File: config.mk
export PLATFORM = sky130hd
export DESIGN_NAME = apb_cmd_arbiter_flat
export DESIGN_NICKNAME = d
export VERILOG_FILES = /design/src/rtl/apb_cmd_arbiter_if.sv /design/src/rtl/apb_cmd_arbiter.sv /design/src/flat_wrapper.sv
export SDC_FILE = /design/constraint.sdc
export NUM_CORES = 1
export LEC_CHECK = 0
export BUFFER_PORTS_ARGS = -buffer_cell sky130_fd_sc_hd__buf_2
export CAP_MARGIN = 20
export CORE_AREA = 2 2 157 159
export DETAILED_ROUTE_END_ITERATION = 7
export DIE_AREA = 0 0 159 161
export PLACE_DENSITY = 0.45
export SYNTH_ARGS = -nofsm -noshare
export SYNTH_HDL_FRONTEND = slang
export SYNTH_SLANG_ARGS = --single-unit
File: constraint.sdc
create_clock -name pclk -period 1.9 [get_ports pclk]
set_input_delay 0.285 -clock pclk [delete_from_list [all_inputs] [get_ports pclk]]
set_output_delay 0.285 -clock pclk [all_outputs]
set_load 0.1 [all_outputs]
File: src/rtl/apb_cmd_arbiter_if.sv
// apb_cmd_arbiter_if
//   Bundles the requester-side command/response signals and the APB-master
//   side command/response signals of apb_cmd_arbiter.
//   Modports:
//     slave  - arbiter view (requests and master responses in, grants out)
//     master - environment view (drives requests and master responses)
//   Signals:
//     i_req_cmd   NR*CW  requester commands, slice k = {pwrite,pstrb,pwdata,paddr}
//     i_req_valid NR     per-requester command valid
//     o_req_ready NR     per-requester completion strobe
//     o_req_resp  NR*RW  per-requester response, slice k = {pslverr,prdata}
//     o_grant     NR     registered one-hot grant
//     o_busy      1      a grant is active
//     o_cmd       CW     command forwarded to the APB master
//     o_valid     1      command valid to the APB master
//     i_resp      RW     response from the APB master
//     i_ready     1      completion from the APB master
//     i_req_lock  NR     per-requester lock (only with APB_ARB_LOCK_EN)
interface apb_cmd_arbiter_if #(
  parameter int NR = 4,
  parameter int DW = 32,
  parameter int AW = 8
);
  localparam int SW = DW / 8;
  localparam int CW = 1 + SW + DW + AW;
  localparam int RW = 1 + DW;

  logic [NR*CW-1:0] i_req_cmd;
  logic [NR-1:0]    i_req_valid;
  logic [NR-1:0]    o_req_ready;
  logic [NR*RW-1:0] o_req_resp;
  logic [NR-1:0]    o_grant;
  logic             o_busy;
  logic [CW-1:0]    o_cmd;
  logic             o_valid;
  logic [RW-1:0]    i_resp;
  logic             i_ready;
`ifdef APB_ARB_LOCK_EN
  logic [NR-1:0]    i_req_lock;
`endif

  modport slave (
`ifdef APB_ARB_LOCK_EN
    input  i_req_lock,
`endif
    input  i_req_cmd, i_req_valid, i_resp, i_ready,
    output o_req_ready, o_req_resp, o_grant, o_busy, o_cmd, o_valid
  );

  modport master (
`ifdef APB_ARB_LOCK_EN
    output i_req_lock,
`endif
    output i_req_cmd, i_req_valid, i_resp, i_ready,
    input  o_req_ready, o_req_resp, o_grant, o_busy, o_cmd, o_valid
  );
endinterface

File: src/rtl/apb_cmd_arbiter.sv
// apb_cmd_arbiter
//   Round-robin arbiter sharing one APB master command/response channel among
//   NR requesters. One requester is granted at a time; its command is muxed to
//   the master and the master's completion/response is routed back only to it.
//   Optional feature macro: APB_ARB_LOCK_EN (adds per-requester lock and a
//   LOCKED state so a requester can keep the bus across several transfers).
//   Ports:
//     pclk     clock
//     presetn  synchronous active-low reset
//     bus      apb_cmd_arbiter_if.slave (requester side and APB-master side)
module apb_cmd_arbiter #(
  parameter int NR = 4,
  parameter int DW = 32,
  parameter int AW = 8
) (
  input  logic                  pclk,
  input  logic                  presetn,
  apb_cmd_arbiter_if.slave      bus
);
  localparam int SW = DW / 8;
  localparam int CW = 1 + SW + DW + AW;
  localparam int RW = 1 + DW;
  localparam int LW = (NR > 1) ? $clog2(NR) : 1;
  localparam logic [NR-1:0] ONE = NR'(1);

  typedef enum logic [1:0] {
    ST_IDLE   = 2'd0,
    ST_BUSY   = 2'd1
`ifdef APB_ARB_LOCK_EN
    , ST_LOCKED = 2'd2
`endif
  } state_t;

  state_t          state_q, state_d;
  logic [NR-1:0]   grant_q, grant_d;
  logic [LW-1:0]   last_q,  last_d;

  logic [LW-1:0]   sel_idx;
  logic [LW-1:0]   cand;
  logic            found;
  logic [LW-1:0]   gidx;
  logic            drop_grant;
  logic [CW-1:0]   cmd_mux;
  logic [NR-1:0]   ready_v;
  logic [NR*RW-1:0] resp_v;

  // Round-robin pick: first valid requester after last_q, wrapping.
  always_comb begin
    found   = 1'b0;
    sel_idx = '0;
    cand    = '0;
    for (int k = 1; k <= NR; k++) begin
      cand = LW'((int'(last_q) + k) % NR);
      if (!found && bus.i_req_valid[cand]) begin
        found   = 1'b1;
        sel_idx = cand;
      end
    end
  end

  // Grant is one-hot, so encoding and muxing are plain OR-reductions.
  always_comb begin
    gidx    = '0;
    cmd_mux = '0;
    for (int k = 0; k < NR; k++) begin
      if (grant_q[k]) begin
        gidx    = LW'(k);
        cmd_mux = cmd_mux | bus.i_req_cmd[k*CW +: CW];
      end
    end
  end

  // Completion is only meaningful while BUSY; i_ready in other states is ignored.
  always_comb begin
    ready_v = '0;
    resp_v  = '0;
    if (state_q == ST_BUSY && bus.i_ready) begin
      ready_v = grant_q;
      for (int k = 0; k < NR; k++) begin
        if (grant_q[k]) resp_v[k*RW +: RW] = bus.i_resp;
      end
    end
  end

  always_comb begin
    state_d    = state_q;
    grant_d    = grant_q;
    last_d     = last_q;
    drop_grant = 1'b0;
    case (state_q)
      ST_IDLE: begin
        if (found) begin
          grant_d = ONE << sel_idx;
          state_d = ST_BUSY;
        end
      end
      ST_BUSY: begin
        if (bus.i_ready) begin
          drop_grant = 1'b1;
`ifdef APB_ARB_LOCK_EN
          if (bus.i_req_lock[gidx]) begin
            drop_grant = 1'b0;
            state_d    = ST_LOCKED;
          end
`endif
        end
      end
`ifdef APB_ARB_LOCK_EN
      ST_LOCKED: begin
        // Locked owner re-issues with the same grant; others stay blocked.
        if (bus.i_req_valid[gidx]) begin
          state_d = ST_BUSY;
        end else if (!bus.i_req_lock[gidx]) begin
          drop_grant = 1'b1;
        end
      end
`endif
      default: begin
        state_d = ST_IDLE;
        grant_d = '0;
      end
    endcase
    if (drop_grant) begin
      grant_d = '0;
      last_d  = gidx;
      state_d = ST_IDLE;
    end
  end

  always_ff @(posedge pclk) begin
    if (!presetn) begin
      state_q <= ST_IDLE;
      grant_q <= '0;
      last_q  <= LW'(NR - 1);
    end else begin
      state_q <= state_d;
      grant_q <= grant_d;
      last_q  <= last_d;
    end
  end

  assign bus.o_grant     = grant_q;
  assign bus.o_busy      = (state_q != ST_IDLE);
  assign bus.o_valid     = (state_q == ST_BUSY);
  assign bus.o_cmd       = cmd_mux;
  assign bus.o_req_ready = ready_v;
  assign bus.o_req_resp  = resp_v;
endmodule

File: src/flat_wrapper.sv
// flat-port wrapper written by rule: the top's interface ports become plain ports
module apb_cmd_arbiter_flat 
#(
  parameter int NR = 4,
  parameter int DW = 32,
  parameter int AW = 8
)
  (pclk, presetn, bus_i_req_cmd, bus_i_req_valid, bus_i_resp, bus_i_ready, bus_o_req_ready, bus_o_req_resp, bus_o_grant, bus_o_busy, bus_o_cmd, bus_o_valid);
  apb_cmd_arbiter_if #(.NR(NR), .DW(DW), .AW(AW)) bus_i ();
  input  logic pclk;
  input  logic presetn;
  input wire logic [$bits(bus_i.i_req_cmd)-1:0] bus_i_req_cmd;
  input wire logic [$bits(bus_i.i_req_valid)-1:0] bus_i_req_valid;
  input wire logic [$bits(bus_i.i_resp)-1:0] bus_i_resp;
  input wire logic [$bits(bus_i.i_ready)-1:0] bus_i_ready;
  output wire logic [$bits(bus_i.o_req_ready)-1:0] bus_o_req_ready;
  output wire logic [$bits(bus_i.o_req_resp)-1:0] bus_o_req_resp;
  output wire logic [$bits(bus_i.o_grant)-1:0] bus_o_grant;
  output wire logic [$bits(bus_i.o_busy)-1:0] bus_o_busy;
  output wire logic [$bits(bus_i.o_cmd)-1:0] bus_o_cmd;
  output wire logic [$bits(bus_i.o_valid)-1:0] bus_o_valid;
  assign bus_i.i_req_cmd = bus_i_req_cmd;
  assign bus_i.i_req_valid = bus_i_req_valid;
  assign bus_i.i_resp = bus_i_resp;
  assign bus_i.i_ready = bus_i_ready;
  assign bus_o_req_ready = bus_i.o_req_ready;
  assign bus_o_req_resp = bus_i.o_req_resp;
  assign bus_o_grant = bus_i.o_grant;
  assign bus_o_busy = bus_i.o_busy;
  assign bus_o_cmd = bus_i.o_cmd;
  assign bus_o_valid = bus_i.o_valid;
  apb_cmd_arbiter #(.NR(NR), .DW(DW), .AW(AW)) u_core (.pclk(pclk), .presetn(presetn), .bus(bus_i));
endmodule
==> impl_metrics.py <==
metrics = {
    "run_status": {
        "status": "complete, no violations",
    },
    "setup_path": {
        "r2r-start": "u_core.last_q[0]",
        "crit_path_end": "bus_o_cmd[17]",
        "reg2reg_depth": 4,
        "rrSetupSlack_ns": 0.66,
        "worstSetupEndpointType": "output port",
        "r2r_end": "u_core.bus.o_grant[2]",
        "worstSetupStartpoint": "u_core.bus.o_grant[1]",
        "cp.arrival_ns": 1.49,
        "start_kind": "flip-flop",
        "required_ns": 1.62,
        "worstPathMaxFanout": 47,
        "critPathKind": "reg2out",
    },
    "logic_synthesis": {
        "yosysTopAreaCellShare_pct": 37.5,
        "synthAdderAreaFrac_pct": 0,
        "synth_xor_area_share_pct": 0,
        "synth_top_family_by_area": "simple AND/OR/NAND/NOR gates",
        "synth.distinct_cells": 29,
        "synth_area_um2": 2220,
        "synth_top_cells_by_area": "and2_1 38%, a22oi_1 30%, nand2_1 8.5%",
        "synthMuxAreaShare_pct": 0,
        "seq_area_frac_synth_pct": 6.32,
        "ys_warn_count": 0,
        "syn_inst": 351,
        "synth_seq_cells": 7,
        "synth-compound-area-share_pct": 35.4,
        "synth_nets": 571,
        "avgSynthCellArea_um2": 6.32,
        "synth_simple_gate_area_share_pct": 50.5,
        "netlist.top_cell.by_area": "and2_1",
    },
    "pwr": {
        "ir_worst_vdd_mv": 0.230,
        "p_leak_nw": 3.52,
        "finalPower_mw": 3.01,
        "power.density_nw_per_um2": 384,
    },
    "timing": {
        "drv_slew": 0,
        "skew_ns": 0.00145,
        "fmax_ghz": 0.564,
        "hold_viol": 0,
        "finalSetupTns_ns": 0,
        "rsz0062_at_grt": "no",
        "fin_crit_sh_pct": 93.3,
        "setup_ws_ns": 0.127,
        "slew_headroom_pct": 65.0,
        "tightest_slew_ns": 0.529,
        "period_needed_ns": 1.77,
        "setup_viol_count_final": 0,
    },
    "die": {
        "chipHeight_um": 161,
        "core_um2": 24000,
        "die_area_um2": 25600,
        "rows": 57,
        "die_w_um": 159,
        "pin_count": 407,
        "start_util_pct": 9.25,
    },
    "clock_tree": {
        "path_clk_slew_ns": 0.04,
        "ctsHoldBuffers": 0,
        "post_cts_buffers": 0,
        "htreeDepth": 1,
        "cts.repair.resized": 0,
        "clock-root-buffer": "clkbuf_16",
        "cts.path.max_buffers": 2,
        "clk_latency_ns": 0.23,
        "cts_made_buffers": 3,
        "cts_tree": "built",
        "clock-sinks": 7,
    },
    "job": {
        "cap_violations": 0,
    },
    "routing": {
        "wl_per_cell_um": 15.8,
        "vias_per_cell": 3.90,
        "ant_nets": 0,
        "drtIter0Drc": 288,
        "route.detailed.drc": 0,
        "routed_wl_um": 16700,
        "vias": 4122,
        "drt_pass1_iterations": 4,
    },
    "global_route": {
        "grt_start_max_net_pins": 50,
        "overflow": 0,
        "track_usage_pct": 12.1,
        "grt_pass1_vias": 4014,
        "grt_pass1_wl_um": 24600,
        "antenna_found_initial": 1,
    },
    "placement": {
        "dp_hpwl_um": 14000,
        "place_ws_ns": 0.374,
        "gp_congestion": 0.799,
        "numPortBuffers": 406,
        "placed_area_um2": 7750,
    },
    "worst_hold_path": {
        "min_path_type": "in2reg",
    },
    "cells_and_area": {
        "nets": 953,
        "syn2layout_area_growth_pct": 253,
        "drive_gt1_share_pct": 81.7,
        "final_area_um2": 7840,
    },
}
## critical path, stage by stage, from the launching register on
cell and delay, ns:
dfxtp_4 0.36, buf_12 0.17, a22oi_1 0.36, nand2_2 0.11
buf_12 0.19
## Yosys cell counts (all sizes together)
cell    instances
a211o           1
a211oi          1
a21oi           4
a22oi          90
a311oi          1
and2          133
and3            3
buf            30
clkbuf          7
dfxtp           7
inv             2
nand2          51
nand2b          2
nand3           1
nand3b          1
nor2            4
nor3            2
nor3b           1
o211ai          1
o21ai           2
o22ai           4
o41a            1
or2             1
or2b            1
## routing by layer
layer  wire length, µm  GRT usage [%]  up-vias
met3              1130           1.87       11
met5                 0              0        -
met4               233           2.56        0
met1              6380           14.3     1878
li1                  -              -     1997
met2              8960           22.9      236
## kinds of logic after synthesis
group	Yosys count
compound gates	105
flops	7
buf+inv	39
simple gates	200
## where the power goes
| group | switching (mW) | leakage, nW | internal [mW] |
|---|---|---|---|
| registers | 0.0154 | 0.0610 | 0.156 |
| clock network | 0.0828 | 0.0382 | 0.279 |
| logic | 1.60 | 3.42 | 0.878 |
| total | 1.70 | 3.52 | 1.31 |
## metrics by stage
stage	hold WS, ns	util [%]	cells
floorplan	0.361	-	351
global placement	0.510	32.4	1052
detailed placement	0.511	32.4	1052
CTS	0.276	32.7	1056
global route	0.291	32.7	1057
finish	0.279	32.7	1057
## placed cells by master (no fill, tap or decap), types with 2 or more instances in the layout
cell type  count
a21oi_1        3
a22oi_1       90
and2_2        96
and2_4        36
and3_1         3
buf_12       193
buf_2        221
clkbuf_16      3
dfxtp_1        2
dfxtp_4        5
inv_1          2
nand2_1       11
nand2_2       40
nand2b_1       2
nor2_1         3
nor3_1         2
o21ai_0        2
o22ai_1        4
## flip-flops by register name, summed over array words and instances, names as in the netlist
register / cells
u_core.state_q: 1
u_core.last_q: 2
u_core.bus.o_grant: 4
## final cells by class
class	count	area, µm²
inverter	2	7.51
fill	2453	16100
sequential	7	159
clock buffer	4	78.8
antenna	1	2.50
timing repair buffer	414	4970
tap	324	405
multi-input combinational	305	2210
## worst min-delay path by stage
stage                  from          endpoint  slack (ns)  cells past startpoint
global placement    presetn  u_core.last_q[0]        0.51                      2
global route        presetn  u_core.last_q[0]        0.29                      2
floorplan           presetn  u_core.last_q[1]        0.36                      1
detailed placement  presetn  u_core.last_q[1]        0.51                      2
finish              presetn  u_core.last_q[0]        0.28                      2
CTS                 presetn  u_core.last_q[0]        0.28                      2
Note: power is estimated with default switching activity, not from simulation.
